$ cat config.mk
export PLATFORM = sky130hd
export DESIGN_NAME = usb_phy_io
export DESIGN_NICKNAME = d
export VERILOG_FILES = /design/src/rtl/usb_phy_pkg.sv /design/src/rtl/usb_line_sync.sv /design/src/rtl/usb_phy_io.sv
export SDC_FILE = /design/constraint.sdc
export NUM_CORES = 1
export LEC_CHECK = 0
export ABC_AREA = 1
export BUFFER_PORTS_ARGS = -buffer_cell sky130_fd_sc_hd__buf_2
export CORE_UTILIZATION = 35
export CTS_BUF_LIST = sky130_fd_sc_hd__clkbuf_16
export CTS_CLUSTER_DIAMETER = 60
export CTS_CLUSTER_SIZE = 14
export DETAILED_ROUTE_END_ITERATION = 10
export SLEW_MARGIN = 0
export SYNTH_ARGS = -nofsm -noshare
export SYNTH_HDL_FRONTEND = slang
export SYNTH_HIERARCHICAL = 1
export SYNTH_SLANG_ARGS = --single-unit
$ cat constraint.sdc
create_clock -name clk_48mhz -period 1.84 [get_ports clk_48mhz]
set_input_delay 0.368 -clock clk_48mhz [delete_from_list [all_inputs] [get_ports clk_48mhz]]
set_output_delay 0.368 -clock clk_48mhz [all_outputs]
set_load 0.02 [all_outputs]
$ cat src/rtl/usb_phy_pkg.sv
// Shared line-state encodings, timing constants and FSM state type for the
// USB full-speed pin front end.
package usb_phy_pkg;

    localparam logic [1:0] LS_J   = 2'b10;
    localparam logic [1:0] LS_K   = 2'b01;
    localparam logic [1:0] LS_SE0 = 2'b00;

    localparam int unsigned FS_CLK_HZ = 48_000_000;

    // 2.5 us of SE0 and 10 ms of detach, expressed in FS_CLK_HZ cycles
    localparam int unsigned BUS_RESET_CYCLES   = FS_CLK_HZ / 400_000;
    localparam int unsigned DETACH_10MS_CYCLES = FS_CLK_HZ / 100;

    typedef enum logic {
        ST_DETACHED,
        ST_CONNECTED
    } conn_state_t;

endpackage

$ cat src/rtl/usb_line_sync.sv
// Multi-flop synchroniser for a small bus of asynchronous pin lines; every
// stage resets to RESET_VAL so the core sees an idle bus out of reset.
module usb_line_sync #(
    parameter int unsigned SYNC_STAGES = 2,
    parameter int unsigned WIDTH       = 2,
    parameter logic [WIDTH-1:0] RESET_VAL = '0
) (
    input  logic             clk_i,
    input  logic             rst_i,
    input  logic [WIDTH-1:0] d_i,
    output logic [WIDTH-1:0] q_o
);

    logic [SYNC_STAGES-1:0][WIDTH-1:0] sync_q;

    always_ff @(posedge clk_i) begin
        if (rst_i) begin
            sync_q <= {SYNC_STAGES{RESET_VAL}};
        end else begin
            sync_q <= {sync_q[SYNC_STAGES-2:0], d_i};
        end
    end

    assign q_o = sync_q[SYNC_STAGES-1];

endmodule

$ cat src/rtl/usb_phy_io.sv
// USB full-speed pin front end: transmit pass-through, synchronised and
// echo-masked receive, SE0 bus-reset detection and soft-connect pull-up FSM.
module usb_phy_io
    import usb_phy_pkg::*;
#(
    parameter int unsigned SYNC_STAGES      = 2,
    parameter int unsigned ECHO_MASK_CYCLES = 4,
    parameter int unsigned RESET_CYCLES     = BUS_RESET_CYCLES,
    parameter int unsigned DETACH_CYCLES    = DETACH_10MS_CYCLES
) (
    input  logic clk_48mhz,
    input  logic reset,
    input  logic usb_p_tx,
    input  logic usb_n_tx,
    input  logic usb_tx_en,
    output logic usb_p_rx,
    output logic usb_n_rx,
    input  logic connect_en,
    input  logic detach_req,
    output logic bus_reset,
    output logic connected,
    output logic pin_p_out,
    output logic pin_n_out,
    output logic pin_oe,
    input  logic pin_p_in,
    input  logic pin_n_in,
    output logic pin_pullup
);

    localparam int unsigned MASK_W = (ECHO_MASK_CYCLES > 0) ? $clog2(ECHO_MASK_CYCLES + 1) : 1;
    localparam int unsigned SE0_W  = $clog2(RESET_CYCLES + 1);
    localparam int unsigned TMR_W  = $clog2(DETACH_CYCLES + 1);

    assign pin_p_out = usb_p_tx;
    assign pin_n_out = usb_n_tx;
    assign pin_oe    = usb_tx_en;

    logic [1:0] line_sync;

    usb_line_sync #(
        .SYNC_STAGES (SYNC_STAGES),
        .WIDTH       (2),
        .RESET_VAL   (LS_J)
    ) u_line_sync (
        .clk_i (clk_48mhz),
        .rst_i (reset),
        .d_i   ({pin_p_in, pin_n_in}),
        .q_o   (line_sync)
    );

    logic [MASK_W-1:0] mask_cnt_q, mask_cnt_d;
    logic              masked;
    logic [SE0_W-1:0]  se0_cnt_q, se0_cnt_d;
    logic              se0_now;
    logic              bus_reset_q, bus_reset_d;

    assign masked = usb_tx_en | (mask_cnt_q != '0);
    assign {usb_p_rx, usb_n_rx} = masked ? LS_J : line_sync;
    assign se0_now = (line_sync == LS_SE0) && !masked;

    always_comb begin
        mask_cnt_d = mask_cnt_q;
        if (usb_tx_en) begin
            mask_cnt_d = MASK_W'(ECHO_MASK_CYCLES);
        end else if (mask_cnt_q != '0) begin
            mask_cnt_d = mask_cnt_q - 1'b1;
        end
    end

    // bus_reset also requires the current sample to be SE0 so it drops on
    // the first cycle after the line leaves SE0, not one cycle later
    always_comb begin
        se0_cnt_d = '0;
        if (se0_now) begin
            se0_cnt_d = (se0_cnt_q == SE0_W'(RESET_CYCLES)) ? se0_cnt_q : se0_cnt_q + 1'b1;
        end
        bus_reset_d = se0_now && (se0_cnt_q == SE0_W'(RESET_CYCLES));
    end

    always_ff @(posedge clk_48mhz) begin
        if (reset) begin
            mask_cnt_q  <= '0;
            se0_cnt_q   <= '0;
            bus_reset_q <= 1'b0;
        end else begin
            mask_cnt_q  <= mask_cnt_d;
            se0_cnt_q   <= se0_cnt_d;
            bus_reset_q <= bus_reset_d;
        end
    end

    assign bus_reset = bus_reset_q;

    conn_state_t      state_q, state_d;
    logic [TMR_W-1:0] timer_q, timer_d;
    logic             pullup_q, pullup_d;
    logic             connected_q, connected_d;

    always_ff @(posedge clk_48mhz) begin
        if (reset) begin
            state_q     <= ST_DETACHED;
            timer_q     <= '0;
            pullup_q    <= 1'b0;
            connected_q <= 1'b0;
        end else begin
            state_q     <= state_d;
            timer_q     <= timer_d;
            pullup_q    <= pullup_d;
            connected_q <= connected_d;
        end
    end

    always_comb begin
        state_d = state_q;
        timer_d = timer_q;
        case (state_q)
            ST_DETACHED: begin
                if (detach_req || !connect_en) begin
                    timer_d = '0;
                end else if (timer_q == TMR_W'(DETACH_CYCLES - 1)) begin
                    state_d = ST_CONNECTED;
                    timer_d = '0;
                end else begin
                    timer_d = timer_q + 1'b1;
                end
            end
            ST_CONNECTED: begin
                if (detach_req || !connect_en) begin
                    state_d = ST_DETACHED;
                    timer_d = '0;
                end
            end
            default: begin
                state_d = ST_DETACHED;
                timer_d = '0;
            end
        endcase
    end

    // Outputs decode the next state so the registered copies track state_q
    always_comb begin
        pullup_d    = (state_d == ST_CONNECTED);
        connected_d = (state_d == ST_CONNECTED);
    end

    assign pin_pullup = pullup_q;
    assign connected  = connected_q;

endmodule

== Word-level counts from Yosys, hierarchy flattened ==
Cells that the tools add are included.

* Output and inout bits: 8
* Bits in registers: 35
* Input port bits: 9
* Word-level logic and storage cells: 38

* Multiplexer cells: 11
* Bitwise operators: 3
* Reduce and logical (&&, ||, !) cells: 10
* Add/subtract/negate cells: 3
* Eq/ne operators: 3

{| class="wikitable"
|+ Operators by type and width
! operator !! count
|-
| 19-bit two-way mux || 3
|-
| 19-bit case mux with 2 select lines || 1
|-
| 19-bit by 1-bit adder with 19-bit output, second input constant || 1
|-
| 19-bit equality test, second input constant || 1
|-
| 7-bit by 1-bit adder with 7-bit output, second input constant || 1
|-
| 7-bit equality test, second input constant || 1
|-
| 3-bit two-way mux || 2
|-
| 2-bit OR reduction || 2
|-
| 1-bit two-way mux || 3
|-
| 3-bit nonzero test || 1
|-
| 3-bit by 1-bit subtractor with 3-bit output, second input constant || 1
|-
| 1-bit logical AND || 2
|-
| 1-bit zero test || 2
|-
| 2-bit zero test || 1
|-
| 2-bit two-way mux || 1
|-
| 2-bit by 1-bit inequality test with 1-bit output, second input constant || 1
|-
| 1-bit inverter || 2
|-
| 1-bit case mux with 2 select lines || 1
|-
| 2-bit nonzero test || 1
|-
| 1-bit logical OR || 1
|-
| 1-bit OR || 1
|}

== Longest topological paths before layout ==
* Depth in word-level cells: 6
* Gate-level depth with buffers: 11
* Gate-level depth less buffers: 11

== Cells and area by module ==
Netlist, hierarchy kept.

{| class="wikitable"
|+ By module, submodules not included
! module !! cells an instance !! seq. area each (um^2) !! instances !! area an instance (um^2)
|-
| usb_phy_io || 271 || 620.6 || 1 || 1818.0
|-
| usb_line_sync || 15 || 80.1 || 1 || 128.9
|}

== Least setup slack after synthesis ==
Ideal clock, no wire load.

* Path kind: reg2reg
* From: register mask_cnt_q[0]
* To: register se0_cnt_q[3]
* Slack: 0.323 ns
* Arrival: 1.459 ns
* Setup time: 0.058 ns
* Path buffers: 0
* Required time: 1.782 ns
* Period minus slack after synthesis: 1.517 ns
* Cell stages (with the launch flop): 11
* Cell sequence: dfxtp_1 inv_1 ha_1 ha_1 nand2_1 inv_1 nand2_2 nor3_4 inv_1 a21oi_1 o21a_1

* Word-level cells in the longest chain between the ends: 6

{| class="wikitable"
|+ Ends and longest elaborated chain
! element !! line !! source
|-
| start, declared || usb_phy_io.sv:51 || <nowiki>logic [MASK_W-1:0] mask_cnt_q, mask_cnt_d;</nowiki>
|-
| start signal, assigned || usb_phy_io.sv:86 || <nowiki>mask_cnt_q <= mask_cnt_d;</nowiki>
|-
| 3-bit nonzero test || usb_phy_io.sv:57 || <nowiki>assign masked = usb_tx_en | (mask_cnt_q != '0);</nowiki>
|-
| 1-bit OR || usb_phy_io.sv:57 ||
|-
| 1-bit zero test || usb_phy_io.sv:59 || <nowiki>assign se0_now = (line_sync == LS_SE0) && !masked;</nowiki>
|-
| 1-bit logical AND || usb_phy_io.sv:59 ||
|-
| 1-bit inverter (no source line) || - ||
|-
| 2-bit OR reduction (no source line) || - ||
|-
| end signal, assigned || usb_phy_io.sv:87 || <nowiki>se0_cnt_q <= se0_cnt_d;</nowiki>
|-
| end, declared || usb_phy_io.sv:53 || <nowiki>logic [SE0_W-1:0] se0_cnt_q, se0_cnt_d;</nowiki>
|}

No other way between the ends.
A chain may end at the register's enable or synchronous reset.

== Worst setup path after layout ==
* From: register mask_cnt_q[0]
* To: output usb_p_rx

* Word-level cells in the longest chain between the ends: 3

{| class="wikitable"
|+ Ends and longest elaborated chain
! element !! line !! source
|-
| 3-bit nonzero test || usb_phy_io.sv:57 ||
|-
| 1-bit OR || usb_phy_io.sv:57 ||
|-
| 2-bit two-way mux || usb_phy_io.sv:58 || <nowiki>assign {usb_p_rx, usb_n_rx} = masked ? LS_J : line_sync;</nowiki>
|-
| end, declared || usb_phy_io.sv:16 || <nowiki>output logic usb_p_rx,</nowiki>
|}

No other way between the ends.

==> impl_metrics.toml <==
[timing]
max_slew_margin = 0.7223
achievable-frequency_mhz = 570.6
rsz0062_at_grt = "false"
fin_crit_ps = 1753
tns_ps = 0
hold_viol_final = 0
tightest_slew_ps = 416.5
maxSlewViolCount = 0
skew_ps = 3.536
final-setup-viol-count = 0
timing.final.crit_share = 0.9525

[cells_and_area]
n_antenna_cell = 0
area_growth_pct = 12.79
fin_area_um2 = 2196
layout.nets = 311
fin_util = 0.4193
drive_gt1_frac = 0.1279

[yosys]
ys.flop_type = "dfxtp_1"
netlist_area_um2 = 1947
postSynthCellCount = 286
syn_avg_cell_area_um2 = 6.807
seq_area_frac_synth = 0.3599
synth-edff-count = 0
synthTopCellsByArea = "dfxtp_1, nand2_1, inv_1"
yosys_warnings = 6
synth_cell_type_count = 30
synth_top_area_share = 0.3599
yosys.area.top_type = "dfxtp_1"
synth_nets = 301
synthArstFlopShare = 0
synth_seq_cells = 35

[placed_design]
gp_congestion = 0.7839
hpwl_mm = 2.790
placed_area_um2 = 2036
io_buffers = 12

[power]
vdd_ir_drop_max_mv = 0.4627
power_per_cell_area_nw_per_um2 = 776.7
p_leak_uw = 0.0009130
finalPower_uw = 1706

[setup_path]
crit_end = "usb_p_rx"
critPathLaunch = "mask_cnt_q[0]"
cpPeakStageDelay_ps = 330
path_cells = "inv_1 -> ha_2 -> ha_4 -> nand2_1 -> inv_1 -> nand2_2 -> buf_4"
r2r_cells = 11
critPathRequiredTime_ps = 1470
r2r_slack_ps = 250
path_common_cell = "inv_1"
cp-start-kind = "flop"
arrival_ps = 1380
critPathKind = "reg -> out"
cp-end-kind = "output pin"
crit_path_top_delay_cell = "dfxtp_2"
critPathMaxFanout = 6
reg2reg_from = "mask_cnt_q[0]"
worstReg2RegEnd = "se0_cnt_q[0]"

[global_route]
grt_max_degree = 21
overflow = 0
grtUsageTotal = 0.1492
grt_pass1_wl_mm = 6.969
antenna_found_initial = 0
grt_pass1_vias = 1553

[floorplanning]
start_util = 0.3717
core_area_um2 = 5238
die_w_um = 76.58
die-area_um2 = 5865
num_io_pins = 17
die_h_um = 76.58
num_rows = 26

[job]
max_cap_violations = 0

[route]
route.antenna.remaining_nets = 0
drt_wl_total_mm = 3.937
drt-initial-drc-count = 78
via_per_inst = 4.627
num_vias = 1698
drc = 0
firstDrtPassIters = 4
wl_per_cell_um = 10.73

[clock_tree]
clk_root_buffer_cell = "clkbuf_16"
cts_hold_buf = 0
path_clk_slew_ps = 50
cts_tree = "built"
insertion_delay_ps = 280
post_cts_buffers = 0
clock_sinks = 35
cts_buffer_depth = 2
cts_max_level = 2
numCtsBuffers = 5

[outcome]
status = "finished clean"

[worst_hold_path]
hold_class = "in -> reg"
## cell usage in the layout (no fill, tap or decap), types with 2 or more instances in the layout
master / count
ha_1: 4
nand4_1: 8
dfxtp_1: 34
a21oi_1: 22
o211ai_1: 2
nand3_2: 2
nor2_2: 2
nor2_1: 34
xnor2_1: 2
inv_1: 48
o21ai_0: 9
buf_4: 3
o21bai_1: 3
nor3_1: 5
nor2_4: 4
nand2_2: 4
clkbuf_16: 5
xor2_1: 3
buf_2: 11
nand3_1: 13
nand2_1: 66
## area by class of cell
class / count / area, um^2
inverters: 47 / 176.4
clock buffers: 5 / 125.1
clock inverters: 3 / 16.27
flip-flops and latches: 35 / 701.9
multi-input cells: 193 / 1011
repair buffers: 14 / 77.57
well taps: 70 / 87.58
fillers: 553 / 3042
## flip-flops by register name, summed over array words and instances, names as in the netlist
register and cells:
u_line_sync/sync_q 2, bus_reset 1, mask_cnt_q 3, connected 1
u_line_sync/q_o 2, timer_q 19, se0_cnt_q 7
## per-stage QoR
| step | hold slack (ps) | std cells | setup slack (ps) |
|---|---|---|---|
| 2_1_floorplan | 386.5 | 286 | 323.1 |
| 3_3_place_gp | 396.9 | 359 | 233.0 |
| 3_5_place_dp | 401.9 | 359 | 151.6 |
| 4_1_cts | 267.6 | 367 | 17.50 |
| 5_1_grt | 272.6 | 367 | 16.74 |
| 6_report | 273.3 | 367 | 87.33 |
## cells in the mapped netlist (2+ instances only)
cell type	count
clkbuf_1	2
o21ai_0	9
inv_1	47
nor2_2	2
xnor2_1	2
o211ai_1	2
nand2_2	4
nand2_1	66
nor2_1	34
nor3_1	5
nand3_2	2
ha_1	6
buf_4	6
a21oi_1	22
o21bai_1	3
nand4_1	8
nor2_4	4
buf_2	2
dfxtp_1	35
nand3_1	13
xor2_1	3
## worst min path at each step
stage | from | end | slack (ps) | depth (start not counted)
2_1_floorplan | u_line_sync/sync_q[1] | u_line_sync/q_o[1] | 390 | 2
3_3_place_gp | u_line_sync/sync_q[1] | u_line_sync/q_o[1] | 400 | 2
3_5_place_dp | u_line_sync/sync_q[1] | u_line_sync/q_o[1] | 400 | 2
4_1_cts | pin_p_in | u_line_sync/sync_q[1] | 270 | 3
5_1_grt | pin_p_in | u_line_sync/sync_q[1] | 270 | 3
6_report | pin_p_in | u_line_sync/sync_q[1] | 270 | 3
## per-layer routing
| layer | GRT usage | wire length, um | part of all wire | up-vias |
|---|---|---|---|---|
| met5 | 0 | 0 | 0 | - |
| met4 | 0.05769 | 40 | 0.010 | 0 |
| met3 | 0.03593 | 149 | 0.038 | 5 |
| met2 | 0.2360 | 1770 | 0.45 | 38 |
| met1 | 0.1949 | 1977 | 0.50 | 750 |
| li1 | - | - | - | 905 |
## critical path: cells and delay by family (launching register included)
kind	cells	cell delay, ps
buf+inv	3	240
flops	1	330
fa+ha+maj	2	380
simple gates	2	160
## power by group
part / switching [uW] / internal (uW)
Clock: 318 / 494
Combinational: 68.9 / 44.1
Sequential: 8.21 / 772
## kinds of logic (layout without fill, tap and decap cells)
family / after synthesis / after routing / share of synthesized area
AOI/OAI and AO/OA: 40 / 40 / 0.1131
xor gates and xnor gates: 5 / 5 / 0.02250
adders and majority gates: 6 / 6 / 0.03856
buffers and inverters: 58 / 69 / 0.1285
DFF: 35 / 35 / 0.3599
and+or+nand+nor: 142 / 142 / 0.3374
## timing repair
action                                  in CTS  in global routing
gates resized for setup                      2                  3
endpoints found under the setup margin       1                  2
pin swaps                                    0                  0
(Power assumes the default switching activity.)
